===== config.mk =====
export PLATFORM = sky130hd
export DESIGN_NAME = clock_period_monitor_flat
export DESIGN_NICKNAME = d
export VERILOG_FILES = /design/src/rtl/clock_period_monitor_if.sv /design/src/rtl/clock_period_monitor.sv /design/src/flat_wrapper.sv
export SDC_FILE = /design/constraint.sdc
export NUM_CORES = 1
export LEC_CHECK = 0
export ABC_AREA = 1
export CORE_ASPECT_RATIO = 0.75
export CORE_MARGIN = 1.5
export CORE_UTILIZATION = 60
export CTS_BUF_LIST = sky130_fd_sc_hd__clkbuf_8
export DETAILED_ROUTE_END_ITERATION = 10
export PLACE_DENSITY = 0.91
export RECOVER_POWER = 25
export SLEW_MARGIN = 20
export SYNTH_ARGS = -nofsm -noshare
export SYNTH_HDL_FRONTEND = slang
export SYNTH_SLANG_ARGS = --single-unit

===== constraint.sdc =====
create_clock -name clk_in -period 4.05 [get_ports clk_in]
set_input_delay 0.405 -clock clk_in [delete_from_list [all_inputs] [get_ports clk_in]]
set_output_delay 0.405 -clock clk_in [all_outputs]
set_load 0.005 [all_outputs]

===== src/rtl/clock_period_monitor_if.sv =====
// Measurement bus of clock_period_monitor: monitored signal in, period/high-time results
// and error flags out.
interface clock_period_monitor_if #(
  parameter int CNT_W = 16
);
  logic             mon_in;
  logic [CNT_W-1:0] period;
  logic [CNT_W-1:0] high_time;
  logic             meas_valid;
  logic             period_err;
  logic             duty_err;
  logic             timeout;

  modport master (
    input  mon_in,
    output period, high_time, meas_valid, period_err, duty_err, timeout
  );

  modport slave (
    output mon_in,
    input  period, high_time, meas_valid, period_err, duty_err, timeout
  );
endinterface


===== src/rtl/clock_period_monitor.sv =====
// Measures period and high time of a slow divided clock sampled on clk_in, with period,
// duty and stuck-signal checks. Define DUTY_CHECK_EN to build the duty comparator.
module clock_period_monitor #(
  parameter int CNT_W      = 16,
  parameter int EXP_PERIOD = 10,
  parameter int TOL        = 1
)(
  input  logic                   clk_in,
  input  logic                   rst,
  clock_period_monitor_if.master bus
);
  localparam int               AW      = CNT_W + 2;
  localparam int               STAGES  = 1;
  localparam logic [CNT_W-1:0] CNT_MAX = '1;
  localparam logic [AW-1:0]    EXP_A   = AW'(EXP_PERIOD);
  localparam logic [AW-1:0]    TOL_A   = AW'(TOL);

  typedef enum logic [1:0] {IDLE, ARM, HIGH, LOW} state_e;

  state_e           state, state_nxt;
  logic [2:0]       sync_q;            // [0]/[1] synchronizer, [2] edge-detect register
  logic [STAGES:0]  vld_pipe;          // marks synchronizer stages holding post-reset samples
  logic [CNT_W-1:0] cnt, hi_cap;
  logic [CNT_W-1:0] period_q, high_q;
  logic             meas_valid_q, perr_q, derr_q, timeout_q;
  logic             rise, fall, sat;
  logic             meas_fire, cap_hi, to_fire;
  logic [AW-1:0]    per_a, pdiff;
  logic             perr_nxt, derr_nxt;

  assign rise = sync_q[1] & ~sync_q[2];
  assign fall = ~sync_q[1] & sync_q[2];
  assign sat  = (cnt == CNT_MAX);

  always_ff @(posedge clk_in) begin
    if (rst) begin
      sync_q   <= '0;
      vld_pipe <= '0;
    end else begin
      sync_q   <= {sync_q[1:0], bus.mon_in};
      vld_pipe <= {vld_pipe[STAGES-1:0], 1'b1};
    end
  end

  always_ff @(posedge clk_in) begin
    if (rst) state <= IDLE;
    else     state <= state_nxt;
  end

  // Arming needs a genuine low sample, so a reset-cleared synchronizer never fakes a rise.
  always_comb begin
    state_nxt = state;
    meas_fire = 1'b0;
    cap_hi    = 1'b0;
    to_fire   = 1'b0;
    unique case (state)
      IDLE: if (vld_pipe[STAGES] && !sync_q[1]) state_nxt = ARM;
      ARM:  if (rise) state_nxt = HIGH;
      HIGH: begin
        if (rise) state_nxt = IDLE;
        else if (fall) begin
          state_nxt = LOW;
          cap_hi    = 1'b1;
        end else if (sat) begin
          state_nxt = IDLE;
          to_fire   = 1'b1;
        end
      end
      LOW: begin
        if (fall) state_nxt = IDLE;
        else if (rise) begin
          state_nxt = HIGH;
          meas_fire = 1'b1;
        end else if (sat) begin
          state_nxt = IDLE;
          to_fire   = 1'b1;
        end
      end
      default: state_nxt = IDLE;
    endcase
  end

  always_ff @(posedge clk_in) begin
    if (rst) cnt <= '0;
    else if (rise) cnt <= CNT_W'(1);
    else if ((state == HIGH || state == LOW) && !sat) cnt <= cnt + CNT_W'(1);
  end

  // Two spare bits keep 2*high_time and the differences free of overflow.
  always_comb begin
    per_a    = AW'(cnt);
    pdiff    = (per_a >= EXP_A) ? (per_a - EXP_A) : (EXP_A - per_a);
    perr_nxt = (pdiff > TOL_A);
  end

`ifdef DUTY_CHECK_EN
  localparam logic [AW-1:0] TOL2_A = AW'(2 * TOL);
  logic [AW-1:0] h2_a, ddiff;
  always_comb begin
    h2_a     = {1'b0, hi_cap, 1'b0};
    ddiff    = (h2_a >= per_a) ? (h2_a - per_a) : (per_a - h2_a);
    derr_nxt = (ddiff > TOL2_A);
  end
`else
  assign derr_nxt = 1'b0;
`endif

  always_ff @(posedge clk_in) begin
    if (rst) begin
      hi_cap       <= '0;
      period_q     <= '0;
      high_q       <= '0;
      meas_valid_q <= 1'b0;
      perr_q       <= 1'b0;
      derr_q       <= 1'b0;
      timeout_q    <= 1'b0;
    end else begin
      meas_valid_q <= meas_fire;
      if (cap_hi) hi_cap <= cnt;
      if (meas_fire) begin
        period_q  <= cnt;
        high_q    <= hi_cap;
        perr_q    <= perr_nxt;
        derr_q    <= derr_nxt;
        timeout_q <= 1'b0;
      end else if (to_fire) begin
        timeout_q <= 1'b1;
      end
    end
  end

  assign bus.period     = period_q;
  assign bus.high_time  = high_q;
  assign bus.meas_valid = meas_valid_q;
  assign bus.period_err = perr_q;
  assign bus.duty_err   = derr_q;
  assign bus.timeout    = timeout_q;
endmodule


===== src/flat_wrapper.sv =====
// flat-port wrapper written by rule: the top's interface ports become plain ports
module clock_period_monitor_flat 
#(
  parameter int CNT_W      = 16,
  parameter int EXP_PERIOD = 10,
  parameter int TOL        = 1
)
  (clk_in, rst, bus_mon_in, bus_period, bus_high_time, bus_meas_valid, bus_period_err, bus_duty_err, bus_timeout);
  clock_period_monitor_if #(.CNT_W(CNT_W)) bus_i ();
  input  logic clk_in;
  input  logic rst;
  input wire logic [$bits(bus_i.mon_in)-1:0] bus_mon_in;
  output wire logic [$bits(bus_i.period)-1:0] bus_period;
  output wire logic [$bits(bus_i.high_time)-1:0] bus_high_time;
  output wire logic [$bits(bus_i.meas_valid)-1:0] bus_meas_valid;
  output wire logic [$bits(bus_i.period_err)-1:0] bus_period_err;
  output wire logic [$bits(bus_i.duty_err)-1:0] bus_duty_err;
  output wire logic [$bits(bus_i.timeout)-1:0] bus_timeout;
  assign bus_i.mon_in = bus_mon_in;
  assign bus_period = bus_i.period;
  assign bus_high_time = bus_i.high_time;
  assign bus_meas_valid = bus_i.meas_valid;
  assign bus_period_err = bus_i.period_err;
  assign bus_duty_err = bus_i.duty_err;
  assign bus_timeout = bus_i.timeout;
  clock_period_monitor #(.CNT_W(CNT_W), .EXP_PERIOD(EXP_PERIOD), .TOL(TOL)) u_core (.clk_in(clk_in), .rst(rst), .bus(bus_i));
endmodule

# After elaboration in Yosys (flattened, before gate mapping)
# Cells that the tools add are included.
# classes
eq_ne,6
n_reduce_logical,10
n_bitwise,4
mux,24
addsub,3
n_lt_le_gt_ge,2
# ops
operator,n
greater-than comparator 18 x 1 -> 1 bit (second input constant),1
two-way mux 18 bit,1
subtractor 16 x 4 -> 17 bit (second input constant),1
subtractor 4 x 16 -> 17 bit (first input constant),1
adder 16 x 1 -> 16 bit (second input constant),1
== test 16 bit (second input constant),1
>= comparator 16 x 4 -> 1 bit (second input constant),1
two-way mux 1 bit,14
two-way mux 2 bit,7
one-hot mux 2 bit (4 select lines),1
== test 2 bit (second input constant),2
inequality test 2 x 1 -> 1 bit (second input constant),2
OR reduction 2 bit,2
bitwise AND 1 bit,2
== test 2 x 1 -> 1 bit (second input constant),1
logical AND 1 bit,2
logical NOT 1 bit,2
logical NOT 2 bit,1
NOT 1 bit,2
one-hot mux 1 bit (2 select lines),1
AND reduction 2 bit,1
nonzero test 2 bit,1
logical OR 1 bit,1
# totals
regBits,74
word_cells,61
inputBits,3
out_inout_bits,36

# Logic depth before layout (Yosys ltp)
# logic_depth
depth_word,6
depth_mapped,18

# Worst setup path before layout
# OpenSTA, ideal clock, no wires.
# synth_timing
path_kind,register to register
startpoint,register u_core.cnt[1]
endpoint,register u_core.perr_q (netlist: u_core.bus.period_err)
arrival_ps,1748
path_buffers,1
path_stages_with_launch,18
setup_time_ps,112
t_required_ps,3938
slack_ps,2189
synth_period_minus_slack_ps,1861
cell_sequence,dfxtp_1 inv_1 ha_1 inv_1 nand2_1 nand2_2 nor2_4 nand2_4 clkinv_4 nand2_4 buf_6 nand2_1 o21ai_1 nand2_1 nor2_1 nand2_1 nand2_1 nand2_1
# synth_via
elab_chain_len,3
word_cells_on_any_way,5
cone_classes,add/sub (2); order compare (2); mux (1)
# synth_rtl
element,line,text
start: declaration,clock_period_monitor.sv:23,"logic [CNT_W-1:0] cnt, hi_cap;"
start signal: assignment,clock_period_monitor.sv:86,else if ((state == HIGH || state == LOW) && !sat) cnt <= cnt + CNT_W'(1);
"subtractor 4 x 16 -> 17 bit, or another cell as far along",clock_period_monitor.sv:92,pdiff = (per_a >= EXP_A) ? (per_a - EXP_A) : (EXP_A - per_a);
two-way mux 18 bit *,clock_period_monitor.sv:92,
greater-than comparator 18 x 1 -> 1 bit *,clock_period_monitor.sv:93,perr_nxt = (pdiff > TOL_A);
end signal: assignment,clock_period_monitor.sv:123,perr_q <= perr_nxt;
end: declaration,clock_period_monitor.sv:25,"logic meas_valid_q, perr_q, derr_q, timeout_q;"
# Every way passes the cells marked *; elsewhere a longest branch is shown, timed or not.
# A chain may end at the register's enable or synchronous reset.

==> flow_summary.yaml <==
placement:
  routabilityCongestion: 0.943
  io_buffers: 37
  dp.final_hpwl_microns: 6640
synthesis:
  synthTopCellsByArea: "dfxtp_1 (40%), nand2_1 (15%), o21ai_0 (6.7%), nor2_1 (5.5%), inv_1 (5.2%)"
  ys_ff_latch: 74
  syn_area_sq_um: 3670
  ys_seq_area_share_pct: 40.3
  async_flop_share_pct: 0
  ys_warn_count: 0
  synth_nets: 540
  synth.avg_cell_area_sq_um: 6.93
  synth_cell_types: 32
  synth_ff_type: "dfxtp_1"
  netlist_instances: 530
  synth_largest_area_cell: "dfxtp_1"
  synth_top_area_share_pct: 40.3
  synth_edf_count: 0
floorplanning:
  initial_utilization_pct: 62.8
  core_area_sq_um: 5860
  fp-row-count: 24
  num_io_pins: 39
  die_h_microns: 70.8
  die_w_microns: 93.4
  die_area_sq_um: 6610
sta:
  tns_ps: 0
  max_slew_margin_pct: 51.1
  setup_violations: 0
  slew_viol_final: 0
  grt_setup_unrepaired: "false"
  period_needed_ps: 2490
  hold_violations: 0
  timing.final.crit_share_pct: 61.6
  holdWs_ps: 420
  skew_ps: 7.41
  tightest_slew_ps: 732
  fmax_mhz: 401
drt:
  wire_per_inst_microns: 14.6
  num_vias: 3565
  drt_iter0_drc: 338
  wl_microns: 9280
  viasPerCell: 5.59
  first_pass_iters: 7
  post-route-drc-count: 0
  ant_nets: 0
pwr:
  comb_power_share_pct: 5.6
  p_sw_mw: 0.346
  p_leak_nw: 1.91
  peakVddDrop_mv: 0.195
  power_switching_share_pct: 23.8
  power.internal_mw: 1.11
  pwr_density_cell_nw_per_um2: 344
  clkPwrFrac_pct: 43.0
  seqPwrFrac_pct: 51.4
global_route:
  grtUsageTotal_pct: 30.2
  antenna_found_initial: 0
  grt_pass1_vias: 3315
  overflow: 0
  grt_first_pass_wirelength_microns: 15700
  grt_max_degree: 28
setup_path:
  start_kind: "primary input"
  cp.arrival_ps: 2750
  critical_path_class: "in2reg"
  end_kind: "register"
  crit_path_max_fanout: 23
  required_ps: 4300
finish:
  nNetsFinal: 566
  antenna_cells: 0
  syn_to_final_growth_pct: 15.0
  postLayoutCoreUtil_pct: 72.2
  drive_above_1_share_pct: 6.79
clock_tree:
  cts_tree: "built"
  cts_buffer_depth: 2
  cts-resized-gates: 0
  holdBufCountCts: 0
  htree_levels: 3
  cts_root_buf: "clkbuf_8"
  post_cts_buffers: 0
  clock-sinks: 74
  cts_buffers: 9
  clock_latency_ps: 350
  path_clk_slew_ps: 80
run_status:
  status: "completed"
run:
  max-cap-violations: 0
worst_hold_path:
  min_path_type: "reg2reg"
-- cell usage in the layout (no fill, tap or decap), types with 7 or more instances in the layout --
cell type	synthesis	routed
nand2_1	148	148
dfxtp_1	74	74
nor2_1	54	53
inv_1	51	51
o21ai_0	49	49
a21oi_1	30	30
nand3_1	27	27
clkdlybuf4s50_1	0	20
dlygate4sd3_1	0	17
a22o_1	10	10
xor2_1	10	10
clkbuf_8	0	9
nor3_1	8	8
ha_1	7	7
-- power groups by stage --
stage	Sequential (mW)	Combinational, mW	Clock [mW]
after floorplan	0.762	0.0634	0
after global placement	0.764	0.0761	0
after detailed placement	0.764	0.0799	0
after CTS	0.747	0.0805	0.627
after global routing	0.749	0.0922	0.659
final	0.748	0.0813	0.627
-- cell families after synthesis --
logic type / Yosys count / share of synthesized area [%]
and+or+nand+nor: 262 / 30.6
xor gates and xnor gates: 11 / 2.62
adders and majority gates: 7 / 2.38
AOI/OAI and AO/OA: 94 / 14.0
other: 1 / 0.102
buffers and inverters: 81 / 9.91
DFF: 74 / 40.3
-- synth_stat cells (7+ instances only) --
| cell type | n |
|---|---|
| ha_1 | 7 |
| nand2_1 | 148 |
| xor2_1 | 10 |
| nand3_1 | 27 |
| o21ai_0 | 49 |
| inv_1 | 51 |
| a21oi_1 | 30 |
| nor2_1 | 54 |
| dfxtp_1 | 74 |
| a22o_1 | 10 |
| nor3_1 | 8 |
| clkbuf_1 | 10 |
-- stage by stage --
step / total power [mW] / area [sq um] / cells / worst slack (ps)
2_1_floorplan: 0.825 / 3670 / 530 / 2190
3_3_place_gp: 0.840 / 4010 / 623 / 1380
3_5_place_dp: 0.844 / 4010 / 623 / 1290
4_1_cts: 1.45 / 4230 / 638 / 1660
5_1_grt: 1.50 / 4230 / 638 / 1300
6_report: 1.46 / 4230 / 638 / 1560
-- layer usage --
layer	wire [microns]	part of all wire, %	track usage (%)	up-vias
li1	-	-	-	1741
met1	4130	44	40.8	1576
met2	3940	42	46.9	217
met3	976	11	6.77	31
met4	243	2.6	12.1	0
met5	0	0	0	-
-- final timing paths --
check | startpoint | endpoint | slack [ps] | depth (start not counted)
setup / recovery | rst | u_core.bus.high_time[1] | 1560 | 5
hold / removal | u_core.sync_q[0] | u_core.sync_q[1] | 420 | 2
setup reg to reg | u_core.cnt[1] | u_core.bus.period_err | 1770 | 17
hold reg to reg | u_core.sync_q[0] | u_core.sync_q[1] | 420 | 2
-- worst max-delay path, stage by stage --
cell and delay [ps]:
dlygate4sd3_1 760, inv_1 300, nand2_1 640, inv_1 370
a22o_1 270
-- state kept, by name, summed over array words and instances, names as in the netlist --
signal                 flops
u_core.vld_pipe            2
u_core.bus.meas_valid      1
u_core.cnt                16
u_core.state               2
u_core.bus.high_time      16
u_core.sync_q              3
u_core.bus.period         16
u_core.bus.timeout         1
u_core.bus.period_err      1
u_core.hi_cap             16
-- area by class of cell --
class / count / area [sq um]
Multi-Input combinational cell: 375 / 1830
Timing Repair Buffer: 38 / 378
Fill cell: 489 / 1630
Inverter: 58 / 223
Clock inverter: 6 / 91.3
Clock buffer: 9 / 124
Tap cell: 78 / 97.6
Sequential cell: 74 / 1480
Note: power is estimated with default switching activity, not from simulation.
